$ cat src/rtl/mips_stage_controller.sv
// mips_stage_controller
// Multi-cycle sequencer for the MIPS core. It owns the program counter and
// walks every instruction through FETCH, DECODE, EXECUTE, MEMORY and
// WRITEBACK. It stalls in MEMORY until the data memory acknowledges, and
// applies branch offsets modulo IMEM_DEPTH. It halts on end-of-program and
// keeps a saturating count of retired instructions.
//
// Optional feature macro: STAGE_SKIP_EN
//   defined   : EXECUTE jumps straight to WRITEBACK when the instruction
//               requests no data-memory access.
//   undefined : every instruction spends at least one cycle in MEMORY.
//
// Every output comes from a flop. stage_en is registered from the next state
// and the run input sampled at the same edge. As a result, stage_en reads 0
// in any cycle that follows a frozen (run=0) edge.
module mips_stage_controller #(
    parameter int PC_WIDTH   = 4,
    parameter int IMEM_DEPTH = 9,
    parameter int RESET_PC   = 8
) (
    input  logic                clock,
    input  logic                reset,
    input  logic                run,
    input  logic                branch,
    input  logic                zero,
    input  logic [31:0]         branch_offset,
    input  logic                end_program,
    input  logic                mem_read,
    input  logic                mem_write,
    input  logic                mem_ready,
    output logic [PC_WIDTH-1:0] pc,
    output logic [2:0]          stage,
    output logic [4:0]          stage_en,
    output logic                halted,
    output logic [15:0]         retired
);

    typedef enum logic [2:0] {
        FETCH     = 3'd0,
        DECODE    = 3'd1,
        EXECUTE   = 3'd2,
        MEMORY    = 3'd3,
        WRITEBACK = 3'd4,
        HALT      = 3'd5
    } stage_t;

    localparam logic signed [33:0]   DEPTH_S    = 34'(IMEM_DEPTH);
    localparam logic [PC_WIDTH-1:0]  RESET_PC_V = PC_WIDTH'(RESET_PC);

    // The sum is formed at 34 bits so that pc + 1 + a full 32-bit signed
    // offset can never overflow. Negative remainders are folded back into
    // the range [0, IMEM_DEPTH-1].
    function automatic logic [PC_WIDTH-1:0] next_pc(
        input logic [PC_WIDTH-1:0] cur,
        input logic                take,
        input logic [31:0]         off
    );
        logic signed [33:0] ext_v;
        logic signed [33:0] sum_v;
        logic signed [33:0] mod_v;
        logic signed [33:0] wrap_v;
        ext_v  = take ? $signed({{2{off[31]}}, off}) : 34'sd0;
        sum_v  = $signed({{(34-PC_WIDTH){1'b0}}, cur}) + 34'sd1 + ext_v;
        mod_v  = sum_v % DEPTH_S;
        wrap_v = (mod_v < 34'sd0) ? (mod_v + DEPTH_S) : mod_v;
        return wrap_v[PC_WIDTH-1:0];
    endfunction

    // HALT and the unreachable codes drive no enable.
    function automatic logic [4:0] stage_onehot(input stage_t st);
        case (st)
            FETCH:     return 5'b00001;
            DECODE:    return 5'b00010;
            EXECUTE:   return 5'b00100;
            MEMORY:    return 5'b01000;
            WRITEBACK: return 5'b10000;
            default:   return 5'b00000;
        endcase
    endfunction

    stage_t                stage_r;
    stage_t                stage_s;
    logic [PC_WIDTH-1:0]   pc_r;
    logic [PC_WIDTH-1:0]   pc_s;
    logic [15:0]           retired_r;
    logic [15:0]           retired_s;
    logic                  taken_r;
    logic                  taken_s;
    logic [31:0]           offset_r;
    logic [31:0]           offset_s;
    logic [4:0]            stage_en_r;
    logic [4:0]            stage_en_s;
    logic                  halted_r;
    logic                  halted_s;
    logic                  mem_access_s;

    // A read and a write in the same instruction count as one access.
    assign mem_access_s = mem_read | mem_write;

    // Next-state, pc, retire-count and branch-latch computation.
    always_comb begin
        stage_s   = stage_r;
        pc_s      = pc_r;
        retired_s = retired_r;
        taken_s   = taken_r;
        offset_s  = offset_r;
        if (run) begin
            case (stage_r)
                FETCH: begin
                    stage_s = DECODE;
                end
                DECODE: begin
                    if (end_program) begin
                        stage_s = HALT;
                    end else begin
                        stage_s = EXECUTE;
                    end
                end
                EXECUTE: begin
                    taken_s  = branch & zero;
                    offset_s = branch_offset;
`ifdef STAGE_SKIP_EN
                    if (mem_access_s) begin
                        stage_s = MEMORY;
                    end else begin
                        stage_s = WRITEBACK;
                    end
`else
                    stage_s = MEMORY;
`endif
                end
                MEMORY: begin
                    if (mem_access_s && !mem_ready) begin
                        stage_s = MEMORY;
                    end else begin
                        stage_s = WRITEBACK;
                    end
                end
                WRITEBACK: begin
                    stage_s   = FETCH;
                    pc_s      = next_pc(pc_r, taken_r, offset_r);
                    retired_s = (retired_r == 16'hFFFF) ? retired_r : (retired_r + 16'd1);
                end
                HALT: begin
                    stage_s = HALT;
                end
                default: begin
                    stage_s = FETCH;
                end
            endcase
        end else begin
            stage_s = stage_r;
        end
        stage_en_s = run ? stage_onehot(stage_s) : 5'b00000;
        halted_s   = (stage_s == HALT);
    end

    // State and output registers. Reset discards any latched branch and
    // abandons a pending memory stall.
    always_ff @(posedge clock) begin
        if (reset) begin
            stage_r    <= FETCH;
            pc_r       <= RESET_PC_V;
            retired_r  <= 16'd0;
            taken_r    <= 1'b0;
            offset_r   <= 32'd0;
            stage_en_r <= 5'b00001;
            halted_r   <= 1'b0;
        end else begin
            stage_r    <= stage_s;
            pc_r       <= pc_s;
            retired_r  <= retired_s;
            taken_r    <= taken_s;
            offset_r   <= offset_s;
            stage_en_r <= stage_en_s;
            halted_r   <= halted_s;
        end
    end

    assign pc       = pc_r;
    assign stage    = stage_r;
    assign stage_en = stage_en_r;
    assign halted   = halted_r;
    assign retired  = retired_r;

endmodule

$ cat config.mk
export PLATFORM = sky130hd
export DESIGN_NAME = mips_stage_controller
export DESIGN_NICKNAME = d
export VERILOG_FILES = /design/src/rtl/mips_stage_controller.sv
export SDC_FILE = /design/constraint.sdc
export NUM_CORES = 1
export LEC_CHECK = 0
export CAP_MARGIN = 15
export CORE_AREA = 3 3 135 137
export CTS_CLUSTER_DIAMETER = 150
export DETAILED_ROUTE_END_ITERATION = 10
export DIE_AREA = 0 0 138 140
export PLACE_DENSITY = 0.8
export SETUP_SLACK_MARGIN = 0.1
export SLEW_MARGIN = 20
export SYNTH_ARGS = -nofsm -noshare
export SYNTH_HDL_FRONTEND = slang
export SYNTH_SLANG_ARGS = --single-unit
$ cat constraint.sdc
create_clock -name clock -period 22.6 [get_ports clock]
set_input_delay 4.52 -clock clock [delete_from_list [all_inputs] [get_ports clock]]
set_output_delay 4.52 -clock clock [all_outputs]
set_load 0.05 [all_outputs]
# ---- Yosys cells after proc, flatten, opt, wreduce, memory -nomap -nowiden
# Cells that the tools add are included.
dict set report word_totals {
  out_inout_bits 29
  in_bits 41
  elab_cells 45
  reg_bits 62
}
dict set report classes {
  mux 8
  bitwise_logic 4
  add_sub_neg 4
  reduce_logical 8
  div 1
  n_eq_ne 11
  magnitude_cmp 1
}
# operator count
set op_table {}
lappend op_table {{6-bit by 34-bit adder with 34-bit output} 1}
lappend op_table {{34-bit by 1-bit < comparator with 1-bit output (second input constant)} 1}
lappend op_table {{34-bit by 5-bit remainder unit with 34-bit output (second input constant)} 1}
lappend op_table {{34-bit 2-to-1 mux} 1}
lappend op_table {{5-bit case mux with 5 select lines} 1}
lappend op_table {{16-bit by 1-bit adder with 16-bit output (second input constant)} 1}
lappend op_table {{16-bit equality test (second input constant)} 1}
lappend op_table {{3-bit case mux with 5 select lines} 1}
lappend op_table {{3-bit by 2-bit equality test with 1-bit output (second input constant)} 4}
lappend op_table {{3-bit equality test (second input constant)} 4}
lappend op_table {{3-bit 2-to-1 mux} 3}
lappend op_table {{3-bit by 1-bit equality test with 1-bit output (second input constant)} 2}
lappend op_table {{3-bit logical NOT} 2}
lappend op_table {{4-bit by 1-bit adder with 5-bit output (second input constant)} 1}
lappend op_table {{4-bit adder (second input constant)} 1}
lappend op_table {{4-bit 2-to-1 mux} 1}
lappend op_table {{2-bit AND reduction} 2}
lappend op_table {{3-bit AND reduction} 1}
lappend op_table {{1-bit inverter} 2}
lappend op_table {{2-bit OR reduction} 1}
lappend op_table {{1-bit AND} 1}
lappend op_table {{1-bit logical AND} 1}
lappend op_table {{1-bit logical NOT} 1}
lappend op_table {{1-bit 2-to-1 mux} 1}
lappend op_table {{1-bit bitwise OR} 1}

# ---- Logic depth before layout (Yosys ltp)
# Gate-level depths: netlist of the first run.
dict set report depth {
  word_depth 8
  mapped_depth 90
  depth_no_buf 72
}

# ---- Worst setup path before layout of the first run
# No wires, ideal clock.
dict set report synth_path {
  path_kind {flip-flop to flip-flop}
  from {reg taken_r}
  to {reg pc_r[3], in the netlist pc[3]}
  setup_time_ns 0.122
  arrival_ns 19.166
  stages_incl_launch_ff 87
  period_less_slack_ns 19.288
  n_path_buf 16
  required_ns 22.478
  slack_ns 3.312
  cell_sequence {dfxtp_1 buf_2 buf_2 clkbuf_1 clkbuf_1 clkbuf_1 clkbuf_1 and2_1 ha_1 fa_1 a21oi_1 o22a_1 buf_4 nor4_2 nor4b_2 nor2_1 or4b_1 clkbuf_1 [... 51 more ...] a221o_1 o211a_1 buf_6 xnor2_1 ha_1 o2111ai_2 o21ai_1 and3_1 buf_2 mux2_4 ha_1 nor2_1 xnor2_1 xnor2_1 o31ai_1 a21oi_1 xnor2_1 o21ai_1}
}
dict set report synth_via {
  elab_chain_cells 5
  elab_cells_between_ends 6
  cone_classes {2 x add/sub; 1 x div; 1 x order compare; 2 x mux}
}
# item line
set synth_lines {}
lappend synth_lines {{start, declared} 87} ;# logic taken_r;
lappend synth_lines {{start signal, assigned} 173} ;# taken_r <= taken_s;
lappend synth_lines {{34-bit 2-to-1 mux *} 62} ;# ext_v = take ? $signed({{2{off[31]}}, off}) : 34'sd0;
lappend synth_lines {{6-bit by 34-bit adder with 34-bit output *} 63} ;# sum_v = $signed({{(34-PC_WIDTH){1'b0}}, cur}) + 34'sd1 + ext_v;
lappend synth_lines {{34-bit by 5-bit remainder unit with 34-bit output *} 64} ;# mod_v = sum_v % DEPTH_S;
lappend synth_lines {{34-bit by 1-bit < comparator with 1-bit output or 4-bit adder (tied branches)} 65} ;# wrap_v = (mod_v < 34'sd0) ? (mod_v + DEPTH_S) : mod_v;
lappend synth_lines {{4-bit 2-to-1 mux *} 65}
lappend synth_lines {{end signal, assigned} 171} ;# pc_r <= pc_s;
lappend synth_lines {{end, declared} 83} ;# logic [PC_WIDTH-1:0] pc_r;
# Every way passes the cells marked *; elsewhere a longest branch is shown, timed or not.
# A chain may end at the register's enable or synchronous reset.

# ---- Worst setup path after layout of the first run
# Same ends and word-level chain as after synthesis.

==> impl_metrics.json, run 1 <==
{
  "clockBufferDepth": 2,
  "h-tree-depth": 3,
  "yosys_warnings": 0,
  "top_layer": "met4",
  "period_minus_slack_ns": 20.90,
  "synth_ff_type": "dfxtp_1",
  "synthCells": 1435,
  "grt_pass1_vias": 10400,
  "portBuffers": 69,
  "yosysSeqAreaShare_pct": 12.2,
  "n_antenna_cell": 0,
  "place_area_um2": 10900,
  "initial_utilization_pct": 59.2,
  "die_h_um": 140,
  "path_clk_slew_ns": 0.05,
  "num_vias": 11500,
  "grt.total_usage_pct": 27.7,
  "startpoint": "taken_r",
  "routed_wl_um": 28400,
  "drt_first_pass_iters": 7,
  "crit_buf_inv": 1,
  "fin_area_um2": 11200,
  "area_growth_syn_to_layout_pct": 10.5,
  "drive_above_1_share_pct": 7.61,
  "drtAntennaViolNets": 0,
  "syn-cell-area_um2": 10200,
  "gr-total-overflow": 0,
  "slew_viol_final": 0,
  "arrival_ns": 21.10,
  "wl_met2_um": 13100,
  "io_pins": 70,
  "wl_met3_um": 2080,
  "synth-seq-cells": 62,
  "hold_end": "offset_r[4]",
  "cpLargestDelayFamily": "compound AO/OA/AOI/OAI gates",
  "rows": 48,
  "cap_viol_max_count": 0,
  "hp-class": "reg -> reg",
  "rrSetupSlack_ns": 1.70,
  "regToRegEndpoint": "pc[3]",
  "skew_ns": 0.00458,
  "ys_types": 119,
  "maxSlewHeadroom_pct": 31.8,
  "async_flop_share_pct": 0,
  "synth_edf_count": 0,
  "cp-end-kind": "flip-flop",
  "worstPathMaxFanout": 55,
  "fmax_mhz": 47.9,
  "hold_depth": 2,
  "period_share_pct": 92.5,
  "synth_common_cells": "nand2_1 (204), a21oi_1 (106), nor2_1 (102)",
  "drt_iter0_markers": 1392,
  "status": "complete, no violations",
  "clock_sinks": 62,
  "grt_max_degree": 58,
  "tns_ns": 0,
  "cts-root-buf": "clkbuf_16",
  "syn-num-nets": 1491,
  "finalWeightedCongestion": 0.989,
  "yosysMostFrequentCell": "nand2_1",
  "hold_start": "offset_r[4]",
  "grt_pass1_wl_um": 48200,
  "setup_slack_ns": 1.70,
  "wl_per_cell_um": 16.9,
  "cts_tree": "yes",
  "drt-met1-wl_um": 12900,
  "drcViolationCount": 0,
  "critPathMaxStageDelay_ns": 0.71,
  "synth.largest_area_cell": "dfxtp_1",
  "final-setup-viol-count": 0,
  "cp.required_ns": 22.81,
  "die_w_um": 138,
  "slowest_stage": "or4b_1",
  "max-vdd-ir-drop_mv": 0.747,
  "p_leak_nw": 3.98,
  "hold_viol": 0,
  "dp_hpwl_um": 21500,
  "dieArea_um2": 19300,
  "powerDensity_nw_per_um2": 183,
  "cts_buffers": 9,
  "clk_latency_ns": 0.33,
  "cts_setup_buffers": 0,
  "yosys.area.top_type_share_pct": 12.2,
  "worstSetupPathType": "reg -> reg",
  "rsz0062_at_grt": "no",
  "tightest_slew_ns": 1.02,
  "final_nets": 1510,
  "rr_startpoint": "taken_r",
  "synth_top_cells_by_area": "dfxtp_1 (12%), nand2_1 (7.5%), a21oi_1 (5.2%), xnor2_1 (4.9%), xor2_1 (3.8%)",
  "antenna_found_initial": 0,
  "cp-start-kind": "flip-flop",
  "synth_area_per_cell_um2": 7.08,
  "core_area_um2": 17200,
  "via_per_inst": 6.82,
  "reg2reg_depth": 69,
  "place_worst_setup_slack_ns": 1.52
}
==> state kept, by name (all words and copies together) (netlist names) <==
register  count
offset_r     32
retired      16
stage_en      5
pc            4
stage         3
halted        1
taken_r       1
==> power breakdown <==
part | internal (W) | total [W] | switching, W
registers | 0.000112 | 0.000116 | 0.00000408
clock network | 0.000102 | 0.000151 | 0.0000482
logic | 0.000728 | 0.00179 | 0.00106
==> final cells by class <==
| type | instances | area, um^2 |
|---|---|---|
| Clock inverter | 5 | 81.3 |
| Sequential cell | 62 | 1240 |
| Tap cell | 225 | 282 |
| Fill cell | 1501 | 5940 |
| Clock buffer | 11 | 253 |
| Multi-Input combinational cell | 1285 | 8580 |
| Inverter | 24 | 90.1 |
| Timing Repair Buffer | 72 | 708 |
==> worst reg2reg max path, delay by kind of cell (launching register included) <==
| family | cells | cell delay, ns |
|---|---|---|
| multiplexers | 4 | 1.42 |
| XOR/XNOR | 4 | 0.83 |
| flip-flops | 1 | 0.51 |
| AND/OR/NAND/NOR | 16 | 5.62 |
| buffers and inverters | 1 | 0.13 |
| adder cells (fa/ha/maj) | 5 | 1.54 |
| AO/OA/AOI/OAI | 39 | 10.73 |
==> worst max-delay path by stage <==
stage	cells after the start	to	slack, ns
2_1_floorplan	86	pc[3]	3.31
3_3_place_gp	69	pc[3]	1.97
3_5_place_dp	69	pc[3]	1.52
4_1_cts	69	pc[3]	1.44
5_1_grt	70	pc[3]	0.15
6_report	69	pc[3]	1.70
==> metal layers <==
layer / vias to the layer above / track usage (%)
met5: - / 0
li1: 5601 / -
met3: 54 / 4.30
met2: 454 / 46.0
met4: 0 / 6.03
met1: 5371 / 38.2
==> repair_timing <==
item | in CTS | in global routing
setup endpoints to repair | 0 | 3
gates resized for setup | 0 | 7
hold buffers | 0 | 0
==> logic make-up (layout without fill, tap and decap cells) <==
group | Yosys count | after routing | synth area share [%]
fa+ha+maj | 16 | 16 | 2.02
xor+xnor | 101 | 101 | 8.70
simple gates | 622 | 622 | 31.3
flops | 62 | 62 | 12.2
mux | 37 | 37 | 4.12
buf+inv | 88 | 112 | 3.80
compound gates | 509 | 509 | 37.8
==> per-stage QoR <==
stage               hold slack (ns)  total power [W]  utilization [%]  instances
global route                  0.497          0.00225             65.4       1684
finish                        0.477          0.00205             65.4       1684
floorplan                     0.432          0.00162                -       1435
global placement              0.445          0.00183             63.2       1668
detailed placement            0.450          0.00187             63.3       1668
CTS                           0.468          0.00203             65.2       1684
==> cell usage in the layout (no fill, tap or decap), types with 15 or more instances in the layout <==
cell and n:
o31ai_1 18, mux2i_1 20, and2_1 26, or3_1 20, o211ai_1 33, xnor2_1 57
xor2_1 44, o21ai_1 23, o21a_1 16, inv_1 24, a31oi_1 29, nand4_1 24
nand3_1 56, and3_1 31, nand2_1 204, dfxtp_1 61, nor3_1 53, a21o_1 15
a211oi_1 22, o21ai_0 52, a21oi_1 106, clkdlybuf4s50_1 68, nor2_1 102
Power figures use the tool's default switching activity.
==> inputs of run 2 (changes only) <==
--- a/config.mk
+++ b/config.mk
@@ -10,9 +10,11 @@
 export CTS_CLUSTER_DIAMETER = 150
 export DETAILED_ROUTE_END_ITERATION = 10
 export DIE_AREA = 0 0 138 140
+export GPL_ROUTABILITY_DRIVEN = 0
 export PLACE_DENSITY = 0.8
 export SETUP_SLACK_MARGIN = 0.1
 export SLEW_MARGIN = 20
 export SYNTH_ARGS = -nofsm -noshare
 export SYNTH_HDL_FRONTEND = slang
 export SYNTH_SLANG_ARGS = --single-unit
+export TNS_END_PERCENT = 50
==> impl_metrics.json, run 2 (same netlist as run 1, synthesis figures left out) <==
{
  "period_minus_slack_ns": 20.80,
  "cp-end-kind": "flip-flop",
  "period_share_pct": 92.0,
  "p_leak_nw": 3.98,
  "clock_sinks": 62,
  "cts-root-buf": "clkbuf_16",
  "hold_viol": 0,
  "final_nets": 1511,
  "dieArea_um2": 19300,
  "fmax_mhz": 48.1,
  "io_pins": 70,
  "gr-total-overflow": 0,
  "fill_cells": 1526,
  "reg2reg_depth": 69,
  "arrival_ns": 21.00,
  "critPathMaxStageDelay_ns": 0.71,
  "final_common_cell": "nand2_1",
  "slowest_stage": "or4b_1",
  "die_w_um": 138,
  "rsz0062_at_grt": "no",
  "rr_startpoint": "taken_r",
  "tns_ns": 0,
  "path_clk_slew_ns": 0.05,
  "grt_pass1_wl_um": 48200,
  "hold_start": "offset_r[0]",
  "portBuffers": 69,
  "hold_depth": 2,
  "area_growth_syn_to_layout_pct": 10.5,
  "drcViolationCount": 0,
  "crit_cells": 69,
  "drt_iter0_markers": 1283,
  "via_per_inst": 6.75,
  "drt_first_pass_iters": 6,
  "wl_per_cell_um": 16.6,
  "worstPathMaxFanout": 55,
  "max-vdd-ir-drop_mv": 0.689,
  "maxSlewHeadroom_pct": 30.1,
  "die_h_um": 140,
  "top_register": "offset_r",
  "routed_wl_um": 28000,
  "n_antenna_cell": 0,
  "grt.total_usage_pct": 27.6,
  "place_inst": 1669,
  "core_area_um2": 17200,
  "cts_hold_buf": 0,
  "cts_tree": "yes",
  "grt_max_degree": 58,
  "cp.required_ns": 22.80,
  "tightest_slew_ns": 1.05,
  "hold_slack_ns": 0.461,
  "initial_utilization_pct": 59.2,
  "worstSetupPathType": "reg -> reg",
  "clockBufferDepth": 2,
  "drtAntennaViolNets": 0,
  "final_cell_mix": "nand2_1 (204), a21oi_1 (106), nor2_1 (102), clkdlybuf4s50_1 (68), dfxtp_1 (61)",
  "clk_latency_ns": 0.32,
  "grt_pass1_vias": 10400,
  "cts_buffers": 9,
  "final-setup-viol-count": 0,
  "cp-start-kind": "flip-flop",
  "drive_above_1_share_pct": 7.47,
  "cpLargestDelayFamily": "compound AO/OA/AOI/OAI gates",
  "h-tree-depth": 3,
  "final-instance-count-excl-fill": 1684,
  "startpoint": "taken_r",
  "dp_hpwl_um": 21300,
  "antenna_found_initial": 0,
  "crit_buf_inv": 1,
  "skew_ns": 0.00807,
  "rows": 48,
  "slew_viol_final": 0,
  "largest_reg_flops": 32,
  "num_vias": 11400,
  "powerDensity_nw_per_um2": 182,
  "hp-class": "reg -> reg",
  "cts_setup_buffers": 0,
  "cap_viol_max_count": 0,
  "status": "complete, no violations"
}
-- run 2: changes by cell type in the layout (fill, tap and decap cells not counted) --
cell      before  now
and3_1        31   32
clkbuf_1       0    1
buf_4          3    4
clkinv_4       1    0
clkinv_2       1    0
and3_2         1    0
-- run 2: area by class of cell --
cell class	count	area, um^2	share of cell area [%]
clock inverter	3	67.6	0.602
clock buffer	12	256	2.28
multi-input combinational	1285	8570	76.3
timing repair buffer	73	716	6.37
inverter	24	90.1	0.802
tap	225	282	2.51
sequential	62	1240	11.1
-- run 2: worst min-delay path: stages, from the launching register on --
cell	delay, ns
dfxtp_1	0.31
nand2_1	0.05
a21oi_1	0.05
-- run 2: per-stage QoR --
step	util (%)	setup slack, ns	total power, W	cell area [um^2]
after floorplan	-	3.31	0.00162	10200
after global placement	63.3	2.14	0.00183	10900
after detailed placement	63.3	1.66	0.00186	10900
after CTS	65.2	1.60	0.00202	11200
after global routing	65.4	0.155	0.00225	11200
final	65.4	1.80	0.00205	11200
-- run 2: routing by layer --
layer / global-route usage (%) / vias to the layer above / share of wire, %
met5: 0 / - / 0
met1: 38.1 / 5252 / 46
met4: 4.73 / 0 / 0.88
li1: - / 5587 / -
met2: 46.7 / 495 / 46
met3: 4.03 / 36 / 7.5
-- run 2: report_power, final --
part / switching, W / leakage, nW / total, W / internal, W
combinational: 0.00106 / 3.32 / 0.00178 / 0.000726
clock: 0.0000457 / 0.155 / 0.000148 / 0.000102
sequential: 0.00000389 / 0.501 / 0.000116 / 0.000112
-- run 2: worst paths after layout --
path                                    end  slack, ns
worst min register to register  offset_r[0]       0.46
worst min-delay path            offset_r[0]       0.46
worst max register to register        pc[3]       1.80
worst max-delay path                  pc[3]       1.80
-- run 2: what timing repair did --
action	in CTS	in global routing
endpoints found under the setup margin	0	3
endpoints found under the hold margin	0	0
resized for setup	0	7
==> inputs of run 3 (changes only) <==
--- a/config.mk
+++ b/config.mk
@@ -12,7 +12,6 @@
 export DIE_AREA = 0 0 138 140
 export GPL_ROUTABILITY_DRIVEN = 0
 export PLACE_DENSITY = 0.8
-export SETUP_SLACK_MARGIN = 0.1
 export SLEW_MARGIN = 20
 export SYNTH_ARGS = -nofsm -noshare
 export SYNTH_HDL_FRONTEND = slang
==> results of run 3 <==
The final DEF is identical to that of run 2; final timing and power are the same.
